<file path="src/rtl/oled_display_arbiter.sv">
// Frame-synchronous arbiter sharing one 96x64 OLED among NUM_REQ pixel producers.
// Round-robin ownership with minimum hold, owner lock and blank frames between owners.
module oled_display_arbiter #(
  parameter int          NUM_REQ         = 3,
  parameter int          MIN_HOLD_FRAMES = 4,
  parameter int          BLANK_FRAMES    = 2,
  parameter logic [15:0] IDLE_COLOUR     = 16'h0000,
  parameter logic [15:0] BLANK_COLOUR    = 16'h0000
) (
  input  logic                   clk,
  input  logic                   reset_n,
  input  logic                   frame_begin,
  input  logic [NUM_REQ-1:0]     req,
  input  logic                   lock,
  input  logic [16*NUM_REQ-1:0]  pix_in,
  output logic [15:0]            pixel_data,
  output logic [NUM_REQ-1:0]     grant,
  output logic [1:0]             owner_id,
  output logic [1:0]             state,
  output logic                   switch_pulse
);

  typedef enum logic [1:0] {S_IDLE = 2'd0, S_OWN = 2'd1, S_BLANK = 2'd2} state_e;

  localparam logic [NUM_REQ-1:0] ONE = NUM_REQ'(1);

  state_e               state_q;
  logic                 fb_q;
  logic [NUM_REQ-1:0]   grant_q;
  logic [1:0]           owner_q, pend_q;
  logic [7:0]           hold_q, blank_q;
  logic                 sw_q;

  logic                 fe;
  logic [NUM_REQ-1:0]   owner_oh, pend_oh;
  logic                 own_req, other_req, any_req, pend_req;
  logic [1:0]           pick_own, pick_pend;
  logic [7:0]           hold_inc, blank_nxt;
  logic [15:0]          pix_mux;

  // First requester after 'base' (wrapping), with 'base' itself checked last.
  function automatic logic [1:0] rr_pick(input logic [NUM_REQ-1:0] r, input logic [1:0] base);
    logic [1:0] p;
    logic       found;
    int         idx;
    p     = base;
    found = 1'b0;
    for (int k = 1; k <= NUM_REQ; k++) begin
      idx = (int'(base) + k) % NUM_REQ;
      if (!found && ((r & (ONE << idx)) != '0)) begin
        p     = 2'(idx);
        found = 1'b1;
      end
    end
    return p;
  endfunction

  assign fe        = frame_begin & ~fb_q;
  assign owner_oh  = ONE << owner_q;
  assign pend_oh   = ONE << pend_q;
  assign own_req   = |(req & owner_oh);
  assign other_req = |(req & ~owner_oh);
  assign any_req   = |req;
  assign pend_req  = |(req & pend_oh);
  assign pick_own  = rr_pick(req, owner_q);
  assign pick_pend = rr_pick(req, pend_q);
  assign hold_inc  = (hold_q == 8'hFF) ? hold_q : hold_q + 8'd1;
  assign blank_nxt = blank_q + 8'd1;

  always_ff @(posedge clk or negedge reset_n) begin
    if (!reset_n) begin
      state_q <= S_IDLE;
      fb_q    <= 1'b0;
      grant_q <= '0;
      owner_q <= 2'd0;
      pend_q  <= 2'd0;
      hold_q  <= 8'd0;
      blank_q <= 8'd0;
      sw_q    <= 1'b0;
    end else begin
      fb_q <= frame_begin;
      sw_q <= 1'b0;
      if (fe) begin
        case (state_q)
          S_IDLE: begin
            if (any_req) begin
              state_q <= S_OWN;
              owner_q <= pick_own;
              grant_q <= ONE << pick_own;
              hold_q  <= 8'd0;
              sw_q    <= 1'b1;
            end
          end
          S_OWN: begin
            hold_q <= hold_inc;
            if (!own_req) begin
              // Voluntary release is honoured even while locked.
              grant_q <= '0;
              blank_q <= 8'd0;
              if (other_req) begin
                state_q <= S_BLANK;
                pend_q  <= pick_own;
              end else begin
                state_q <= S_IDLE;
              end
            end else if (other_req && !lock && (hold_q >= 8'(MIN_HOLD_FRAMES))) begin
              state_q <= S_BLANK;
              pend_q  <= pick_own;
              grant_q <= '0;
              blank_q <= 8'd0;
            end
          end
          S_BLANK: begin
            blank_q <= blank_nxt;
            if (blank_nxt == 8'(BLANK_FRAMES)) begin
              if (pend_req) begin
                state_q <= S_OWN;
                owner_q <= pend_q;
                grant_q <= pend_oh;
                hold_q  <= 8'd0;
                sw_q    <= 1'b1;
              end else if (any_req) begin
                state_q <= S_OWN;
                owner_q <= pick_pend;
                grant_q <= ONE << pick_pend;
                hold_q  <= 8'd0;
                sw_q    <= 1'b1;
              end else begin
                state_q <= S_IDLE;
              end
            end
          end
          default: state_q <= S_IDLE;
        endcase
      end
    end
  end

  // Pixel path is purely combinational off the registered grant.
  always_comb begin
    pix_mux = '0;
    for (int i = 0; i < NUM_REQ; i++)
      if (grant_q[i]) pix_mux = pix_mux | pix_in[16*i +: 16];
  end

  always_comb begin
    pixel_data = IDLE_COLOUR;
    case (state_q)
      S_OWN:   pixel_data = pix_mux;
      S_BLANK: pixel_data = BLANK_COLOUR;
      default: pixel_data = IDLE_COLOUR;
    endcase
  end

  assign grant        = grant_q;
  assign owner_id     = owner_q;
  assign state        = state_q;
  assign switch_pulse = sw_q;

endmodule

</file>
<file path="config.mk">
export PLATFORM = sky130hd
export DESIGN_NAME = oled_display_arbiter
export DESIGN_NICKNAME = d
export VERILOG_FILES = /design/src/rtl/oled_display_arbiter.sv
export SDC_FILE = /design/constraint.sdc
export NUM_CORES = 1
export LEC_CHECK = 0
export CORE_ASPECT_RATIO = 0.7
export CORE_UTILIZATION = 49
export CTS_CLUSTER_DIAMETER = 200
export DETAILED_ROUTE_END_ITERATION = 10
export GPL_TIMING_DRIVEN = 0
export PLACE_DENSITY_LB_ADDON = 0.1
export SLEW_MARGIN = 25
export SYNTH_ARGS = -nofsm -noshare
export SYNTH_HDL_FRONTEND = slang
export SYNTH_SLANG_ARGS = --single-unit
</file>
<file path="constraint.sdc">
create_clock -name clk -period 2.74 [get_ports clk]
set_input_delay 0.548 -clock clk [delete_from_list [all_inputs] [get_ports clk]]
set_output_delay 0.548 -clock clk [all_outputs]
set_load 0.05 [all_outputs]
</file>
== Word-level counts from Yosys, hierarchy flattened ==
Cells that the tools add are included.

* $add $sub $neg: 8
* Divide/modulo/power cells: 6
* Magnitude comparators: 1
* Equal/unequal tests: 10
* Shift operators: 10
* Mux-type cells: 50
* Bitwise gates (word level): 14
* Reductions and logical operators: 32

{| class="wikitable"
|+ Operators with widths
! cell !! number
|-
| 32-bit by 3-bit remainder unit with 32-bit output (second input constant) || 6
|-
| 1-bit by 32-bit << shifter with 3-bit output (first input constant) || 6
|-
| 16-bit two-way mux || 4
|-
| 8-bit two-way mux || 6
|-
| 2-bit two-way mux || 18
|-
| 16-bit bitwise OR || 2
|-
| 3-bit bitwise AND || 9
|-
| 8-bit one-hot mux with 3 select lines || 1
|-
| 3-bit nonzero test || 7
|-
| 3-bit two-way mux || 6
|-
| 8-bit by 1-bit adder with 8-bit output (second input constant) || 2
|-
| 8-bit one-hot mux with 2 select lines || 1
|-
| 2-bit by 2-bit adder with 3-bit output (second input constant) || 4
|-
| 4-bit AND reduction || 3
|-
| 3-bit OR reduction || 4
|-
| 1-bit by 2-bit << shifter with 3-bit output (first input constant) || 4
|-
| 1-bit two-way mux || 10
|-
| 3-bit one-hot mux with 3 select lines || 1
|-
| 8-bit by 2-bit equality test with 1-bit output (second input constant) || 1
|-
| 8-bit equality test (second input constant) || 1
|-
| 8-bit by 3-bit >= comparator with 1-bit output (second input constant) || 1
|-
| 2-bit by 1-bit adder with 3-bit output (second input constant) || 2
|-
| 1-bit logical AND || 6
|-
| 2-bit != test (second input constant) || 3
|-
| 16 further kinds || 23
|}

* Register bits after elaboration: 27
* Input port bits: 55
* Output and inout port bits: 24
* Logic and storage cells: 139

== Longest topological paths before layout ==
Gate-level depths: netlist of run 1.

* Depth in word-level cells: 17
* Gate-level depth with buffers: 9
* Mapped depth without buffers: 8

== Worst setup path after synthesis of run 1 ==
Ideal clock, no wire load.

* Path kind: flip-flop to output port
* Start point: reg state_q[1] (netlist: state[1])
* End point: out pixel_data[10]
* Arrival time: 2.145 ns
* Data required time: 2.192 ns
* Path slack: 0.047 ns
* Stages on the path, launching flop included: 6
* Buffers on the path: 2
* Cell sequence: dfrtp_1 -> inv_1 -> ha_1 -> clkbuf_1 -> clkbuf_1 -> nor2b_1

* Longest elaborated chain between the ends: 2

{| class="wikitable"
|+ Ends and longest elaborated chain
! element !! line !! text
|-
| start, declared || 27 || <nowiki>state_e state_q;</nowiki>
|-
| start signal, assigned || 72 || <nowiki>state_q <= S_IDLE;</nowiki>
|-
| start signal, assigned || 87 || <nowiki>state_q <= S_OWN;</nowiki>
|-
| start signal, assigned || 101 || <nowiki>state_q <= S_BLANK;</nowiki>
|-
| 2-bit by 1-bit equality test with 1-bit output || 148 || <nowiki>case (state_q)</nowiki>
|-
| 16-bit two-way mux || 148 ||
|-
| end, declared || 16 || <nowiki>output logic [15:0] pixel_data,</nowiki>
|}

No other way between the ends.

== Worst setup path after layout of run 1 ==
* Start point: reg state_q[1] (netlist: state[1])
* End point: out pixel_data[4]

The elaborated chain is that of the path after synthesis.

==> results of run 1 <==
-- power by group --
group | internal, W | leakage (nW) | switching (W) | total, W
sequential | 0.000488 | 0.355 | 0.000109 | 0.000597
clock | 0.000104 | 0.0228 | 0.000125 | 0.000230
combinational | 0.000995 | 1.13 | 0.00182 | 0.00281
total | 0.00159 | 1.51 | 0.00205 | 0.00364
-- metal layers --
metal	global-route usage (%)	up-vias
met1	41.4	1368
met2	42.6	131
met5	0	-
met3	4.93	8
li1	-	1433
met4	3.57	0
-- cells by family after synthesis --
group | after synthesis
adder cells (fa/ha/maj) | 18
flip-flops | 27
XOR/XNOR | 1
AND/OR/NAND/NOR | 115
buffers and inverters | 42
AO/OA/AOI/OAI | 121
multiplexers | 5
-- per-stage QoR --
| stage | total power (W) | utilization, % |
|---|---|---|
| after floorplan | 0.00265 | - |
| after global placement | 0.00340 | 68.1 |
| after detailed placement | 0.00345 | 68.0 |
| after CTS | 0.00365 | 69.0 |
| after global routing | 0.00390 | 68.1 |
| final | 0.00364 | 68.1 |
-- placed cells by master, fill, tap and decap left out, types with 8 or more instances in the layout --
cell / netlist / layout
inv_1: 20 / 20
dfrtp_1: 27 / 27
nor2_1: 19 / 18
o31ai_1: 8 / 8
nand3_1: 10 / 10
buf_2: 5 / 15
ha_1: 18 / 18
clkdlybuf4s50_1: 0 / 60
clkbuf_1: 13 / 12
nand2_1: 24 / 24
nor2b_1: 17 / 17
and3_1: 9 / 9
o21ai_0: 16 / 16
a31oi_1: 9 / 9
a222oi_1: 17 / 17
a21oi_1: 12 / 12
-- critical path, delay by kind of cell (launching register included) --
kind | cells | cell delay [ns]
adder cells (fa/ha/maj) | 1 | 0.25
buffers and inverters | 3 | 0.89
AND/OR/NAND/NOR | 1 | 0.19
flip-flops | 1 | 0.43
-- state kept, by name, summed over array words and instances, names as in the netlist --
| signal | flops |
|---|---|
| blank_q | 8 |
| fb_q | 1 |
| grant | 3 |
| hold_q | 8 |
| owner_id | 2 |
| pend_q | 2 |
| state | 2 |
| switch_pulse | 1 |
-- path summary, 6_finish.rpt --
path	startpoint	endpoint	slack, ns	cells past startpoint
worst min register to register	hold_q[7]	hold_q[7]	0.53	1
max in group asynchronous	reset_n	blank_q[5]	2.06	1
min in group clk	hold_q[7]	hold_q[7]	0.53	1
worst max-delay path	state[1]	pixel_data[4]	0.14	5
worst min-delay path	reset_n	grant[1]	0.28	1
worst max register to register	pend_q[1]	grant[0]	0.22	8
-- area by class of cell --
cell class / count / area share [%]
buffer: 22 / 3.27
clock buffer: 4 / 1.25
inverter: 20 / 2.08
multi-input combinational: 260 / 52.0
sequential: 27 / 18.8
tap: 72 / 2.50
timing repair buffer: 78 / 20.1
==> metrics.txt, run 1 <==
status finished clean; Chip Height 64.4 um; worst-path cell chain inv_1 > ha_1 > clkbuf_2 > nor2b_1 > dlygate4sd2_1; Crit-path slowest cell dlygate4sd2_1; final worst slack 0.138 ns; post-route design area 3600 um2; hpwl dp 6040 um; GPL Wtd Cong 0.942; Adder-Cell Fraction of Synth Area 8.26%; largest net degree at the start of global routing 28; Worst-Margin Slew 0.619 ns; Port Buffers 78; Clock Latency Late Sink 0.27 ns; DR vias 2,940; register area share after synthesis 24.8%; fillers 446; initial cell density of the core 51.6%; Setup Viol. Count Final 0; layout cells sized above 1 9.73%; area fraction in compound gates after synthesis 34.0%; hold_buf cts 0; Pins Over Slew Limit 0; global route overflow 0; H-Tree Depth 1; number of remaining DRC errors 0; Final Hold Slack 0.278 ns; placed cells 479; CTS buffer count 3; met3 routed WL 643 um; Primary FF master, synth dfrtp_1; Hold Fails Final Rpt 0; n_diodes 0; Pleak 1.51 nW; Synthesis Warnings 0; Synth area leader dfrtp_1; Detailed Route WL 8020 um; fin crit period 2.60 ns; post-route antenna net violation count 0; most frequent cell after synthesis dfrtp_1; Die X 91.2 um; RSZ-0062 raised after global routing no; initial antenna violation count 0; WS Path Type register to output pin; CP startpoint kind register; Rows 22; syn_nets 402; routed length per instance 16.6 um; Post-synth ARST share 100%; final setup TNS 0 ns; dpl cell area 3590 um2; M1 WL 3870 um; first-pass GRT wire length 13,200 um; Post-CTS Setup Inserts 0; area delta synth->final 32.1%; WP data required 2.19 ns; Storage cell area 676 um2; highest routed layer met4; quantity of gates resized following cts 37; synthesized netlist cell count 329; max incr delay on CP 0.54 ns; met2 WL 3450 um; vias in the first global route 2,684; multiplexer area fraction after synthesis 1.84%; crit path max fanout 10; CTS tree built; drt pass-1 iters 5; post-synth top area share 24.8%; CTS Sinks 27; Post-Synth XOR/XNOR Area 0.321%; die area 5870 um2; Post-Syn Area 2730 um2; multi-input logic area 1870 um2; Synth area leaders dfrtp_1 25%, ha_1 8.3%, a222oi_1 6.2%; number of synthesized flops with an enable pin 0; fin crit share 95.0%; Iteration-0 DRC Markers 334; max cap viols 0; routed vias/inst 6.09; # IOs 79; Max IR drop VDD 0.000669 V; pre-CTS setup slack -0.311 ns; fin cells 483; CTS max path bufs 2; Reg clk slew, reported paths 0.09 ns; Avg Inst Size Synth 8.29 um2; most frequent cells after synthesis 27 x dfrtp_1, 24 x nand2_1, 20 x inv_1; kind of end point of the critical path output pin; Pwr Density 1010 nW/um2; largest family of logic cells by synthesized area compound AO/OA/AOI/OAI gates; core area 5290 um2; CP Data Arrival Time 2.05 ns; fin nets 485; FF+latch count, synth 27; achievable frequency 0.384 GHz; min-delay worst type input port to async pin; Total GRT Usage 27.7%; post-route clock skew 0.00148 ns; CTS Root Cell clkbuf_8; Rel. slew slack 58.8%; post-synthesis simple-gate area fraction 23.8%; Unique masters post-synth 64
Note: power is estimated with default switching activity, not from simulation.
==> run 2: changes to the inputs <==
--- a/config.mk
+++ b/config.mk
@@ -6,8 +6,9 @@
 export NUM_CORES = 1
 export LEC_CHECK = 0
 export CORE_ASPECT_RATIO = 0.7
-export CORE_UTILIZATION = 49
+export CORE_UTILIZATION = 44
 export CTS_CLUSTER_DIAMETER = 200
+export CTS_CLUSTER_SIZE = 30
 export DETAILED_ROUTE_END_ITERATION = 10
 export GPL_TIMING_DRIVEN = 0
 export PLACE_DENSITY_LB_ADDON = 0.1
==> constraint.sdc (replaced) <==
create_clock -name clk -period 2.2 [get_ports clk]
set_input_delay 0.44 -clock clk [delete_from_list [all_inputs] [get_ports clk]]
set_output_delay 0.44 -clock clk [all_outputs]
set_load 0.05 [all_outputs]
==> run 2 against run 1 <==
Against the previous run: sequential share of layout area fell by 2.5 points; clock skew rose by 0.0065 ns; total power rose by 57%; register-to-register slack got worse by 0.20 ns; highest routed layer unchanged; routed wire length rose by 10%; critical path type is now input port to register; cell count rose by 3.9%; first-iteration DRC count fell by 36%; via count rose by 4.8%; largest cell class unchanged; die area rose by 11%; core utilization rose by 4.1 points; final area rose by 17%.
==> metrics.txt, run 2 (synthesized netlist as in run 1, its figures left out) <==
WS Path Type input port to register (was register to output pin); r2r setup slk 0.02 ns (was 0.22 ns); hpwl dp 6040 um (about the same); drt pass-1 iters 5 (unchanged); CTS Root Cell clkbuf_8 (unchanged); CTS tree built (unchanged); commonest non-fill, non-tap cell in the layout clkdlybuf4s50_1 (unchanged); status finished clean (unchanged); Worst-Margin Slew 0.622 ns (was 0.619 ns); WP data required 2.40 ns (was 2.19 ns); Pwr Density 1350 nW/um2 (was 1010 nW/um2); vias in the first global route 2,527 (was 2,684); number of remaining DRC errors 0 (unchanged); CTS max path bufs 2 (unchanged); core area 5840 um2 (was 5290 um2); initial cell density of the core 46.7% (was 51.6%); GPL Wtd Cong 0.882 (was 0.942); CTS buffer count 3 (unchanged); first-pass GRT wire length 12,100 um (was 13,200 um); Pleak 1.67 nW (was 1.51 nW); R2R Path End grant[1] (was grant[0]); achievable frequency 0.457 GHz; Max IR drop VDD 0.000823 V (was 0.000669 V); routed length per instance 17.6 um (was 16.6 um); H-Tree Depth 1 (unchanged); most frequent cells in the layout 58 x clkdlybuf4s50_1, 29 x buf_4, 23 x nand2_1 (was 60 x clkdlybuf4s50_1, 27 x dfrtp_1, 24 x nand2_1); kind of end point of the critical path register (was output pin); post-route clock skew 0.00797 ns (was 0.00148 ns); Clock Latency Late Sink 0.28 ns (was 0.27 ns); Setup Viol. Count Final 0 (unchanged); fin nets 501 (was 485); Final Hold Slack 0.165 ns (was 0.278 ns); n_diodes 0 (unchanged); area delta synth->final 54.7% (was 32.1%); reg-to-reg startpoint owner_id[1] (was pend_q[1]); Detailed Route WL 8830 um (was 8020 um); max cap viols 0 (unchanged); crit path max fanout 10 (unchanged); R2R depth 8 (unchanged); min-delay worst type input port to async pin (unchanged); fin crit share 99.5%; Reg clk slew, reported paths 0.10 ns (was 0.09 ns); layout cells sized above 1 33.3% (was 9.73%); initial antenna violation count 0 (unchanged); die area 6520 um2 (was 5870 um2); routed vias/inst 6.14 (was 6.09); fin cells 502 (was 483); Hold Fails Final Rpt 0 (unchanged); post-route antenna net violation count 0 (unchanged); Die X 96.1 um (was 91.2 um); Port Buffers 78 (unchanged); Total GRT Usage 23.9% (was 27.7%); CP Data Arrival Time 2.39 ns (was 2.05 ns); Iteration-0 DRC Markers 213 (was 334); # IOs 79 (unchanged); CP startpoint kind input port (was register); largest net degree at the start of global routing 28 (unchanged); RSZ-0062 raised after global routing yes (was no); Pins Over Slew Limit 0 (unchanged); DR vias 3,082 (was 2,940); CTS Sinks 27 (unchanged); fin crit period 2.19 ns; global route overflow 0 (unchanged); Rows 23 (was 22); Chip Height 67.9 um (was 64.4 um); Rel. slew slack 58.6% (was 58.8%); placed cells 482 (was 479)
-- run 2: changes by cell type in the layout (fill, tap and decap cells not counted), moves of 8 or more --
cell,before,now
buf_4,1,29
nor2b_1,17,1
buf_2,15,1
nor2b_2,0,11
clkbuf_1,12,2
dfrtp_1,27,18
dfrtp_2,0,9
ha_1,18,9
buf_6,3,11
-- run 2: worst max path at each step --
stage,start,to,slack [ns]
2_1_floorplan,state[1],pixel_data[10],-0.08
6_report,req[0],grant[1],0.01
5_1_grt,owner_id[0],grant[1],-0.08
3_3_place_gp,state[1],pixel_data[10],-0.81
3_5_place_dp,state[1],pixel_data[7],-0.79
4_1_cts,owner_id[1],blank_q[6],0.003
-- run 2: timing repair --
| item | 4_1_cts | 5_1_grt |
|---|---|---|
| gates resized for setup | 123 | 47 |
| setup endpoints to repair | 41 | 37 |
| hold buffers | 0 | 0 |
| buffers inserted | 5 | 17 |
| pin swaps | 4 | 22 |
| cloned | 0 | 0 |
-- run 2: power breakdown --
group	total (W)	switching, W	internal [W]
clock network	0.000288	0.000158	0.000130
registers	0.000811	0.000187	0.000624
logic	0.00461	0.00259	0.00202
total	0.00571	0.00293	0.00278
-- run 2: through the flow --
stage / util (%) / total power (W) / setup TNS [ns] / setup slack, ns / area [um2]
6_report: 72.2 / 0.00571 / 0 / 0.0111 / 4220
2_1_floorplan: - / 0.00346 / -0.327 / -0.0817 / 2810
4_1_cts: 66.5 / 0.00503 / 0 / 0.00291 / 3890
3_5_place_dp: 63.1 / 0.00447 / -22.27 / -0.787 / 3680
5_1_grt: 72.2 / 0.00600 / -0.375 / -0.0780 / 4220
3_3_place_gp: 63.1 / 0.00442 / -21.56 / -0.805 / 3690
-- run 2: cell type report --
type	count	area [um2]
plain buffers	16	163
clock buffers	4	45.0
fillers	445	1620
inverters	20	80.1
multi-input cells	260	2210
flip-flops and latches	27	687
well taps	75	93.8
repair buffers	100	938
-- run 2: per-layer routing --
layer  track usage (%)  part of all wire, %  wire length [um]
met1              34.2                   46              4050
met2              38.2                   45              4010
met3              4.78                  8.3               735
met4              3.73                 0.35                31
met5                 0                    0                 0
-- run 2: critical path, cell delays in order --
cell           delay [ns]
dlygate4sd2_1        0.29
buf_6                0.16
buf_4                0.18
a221oi_2             0.31
o2bb2ai_1            0.13
mux2i_2              0.24
nor3b_4              0.32
a21oi_1              0.14
a31oi_1              0.18
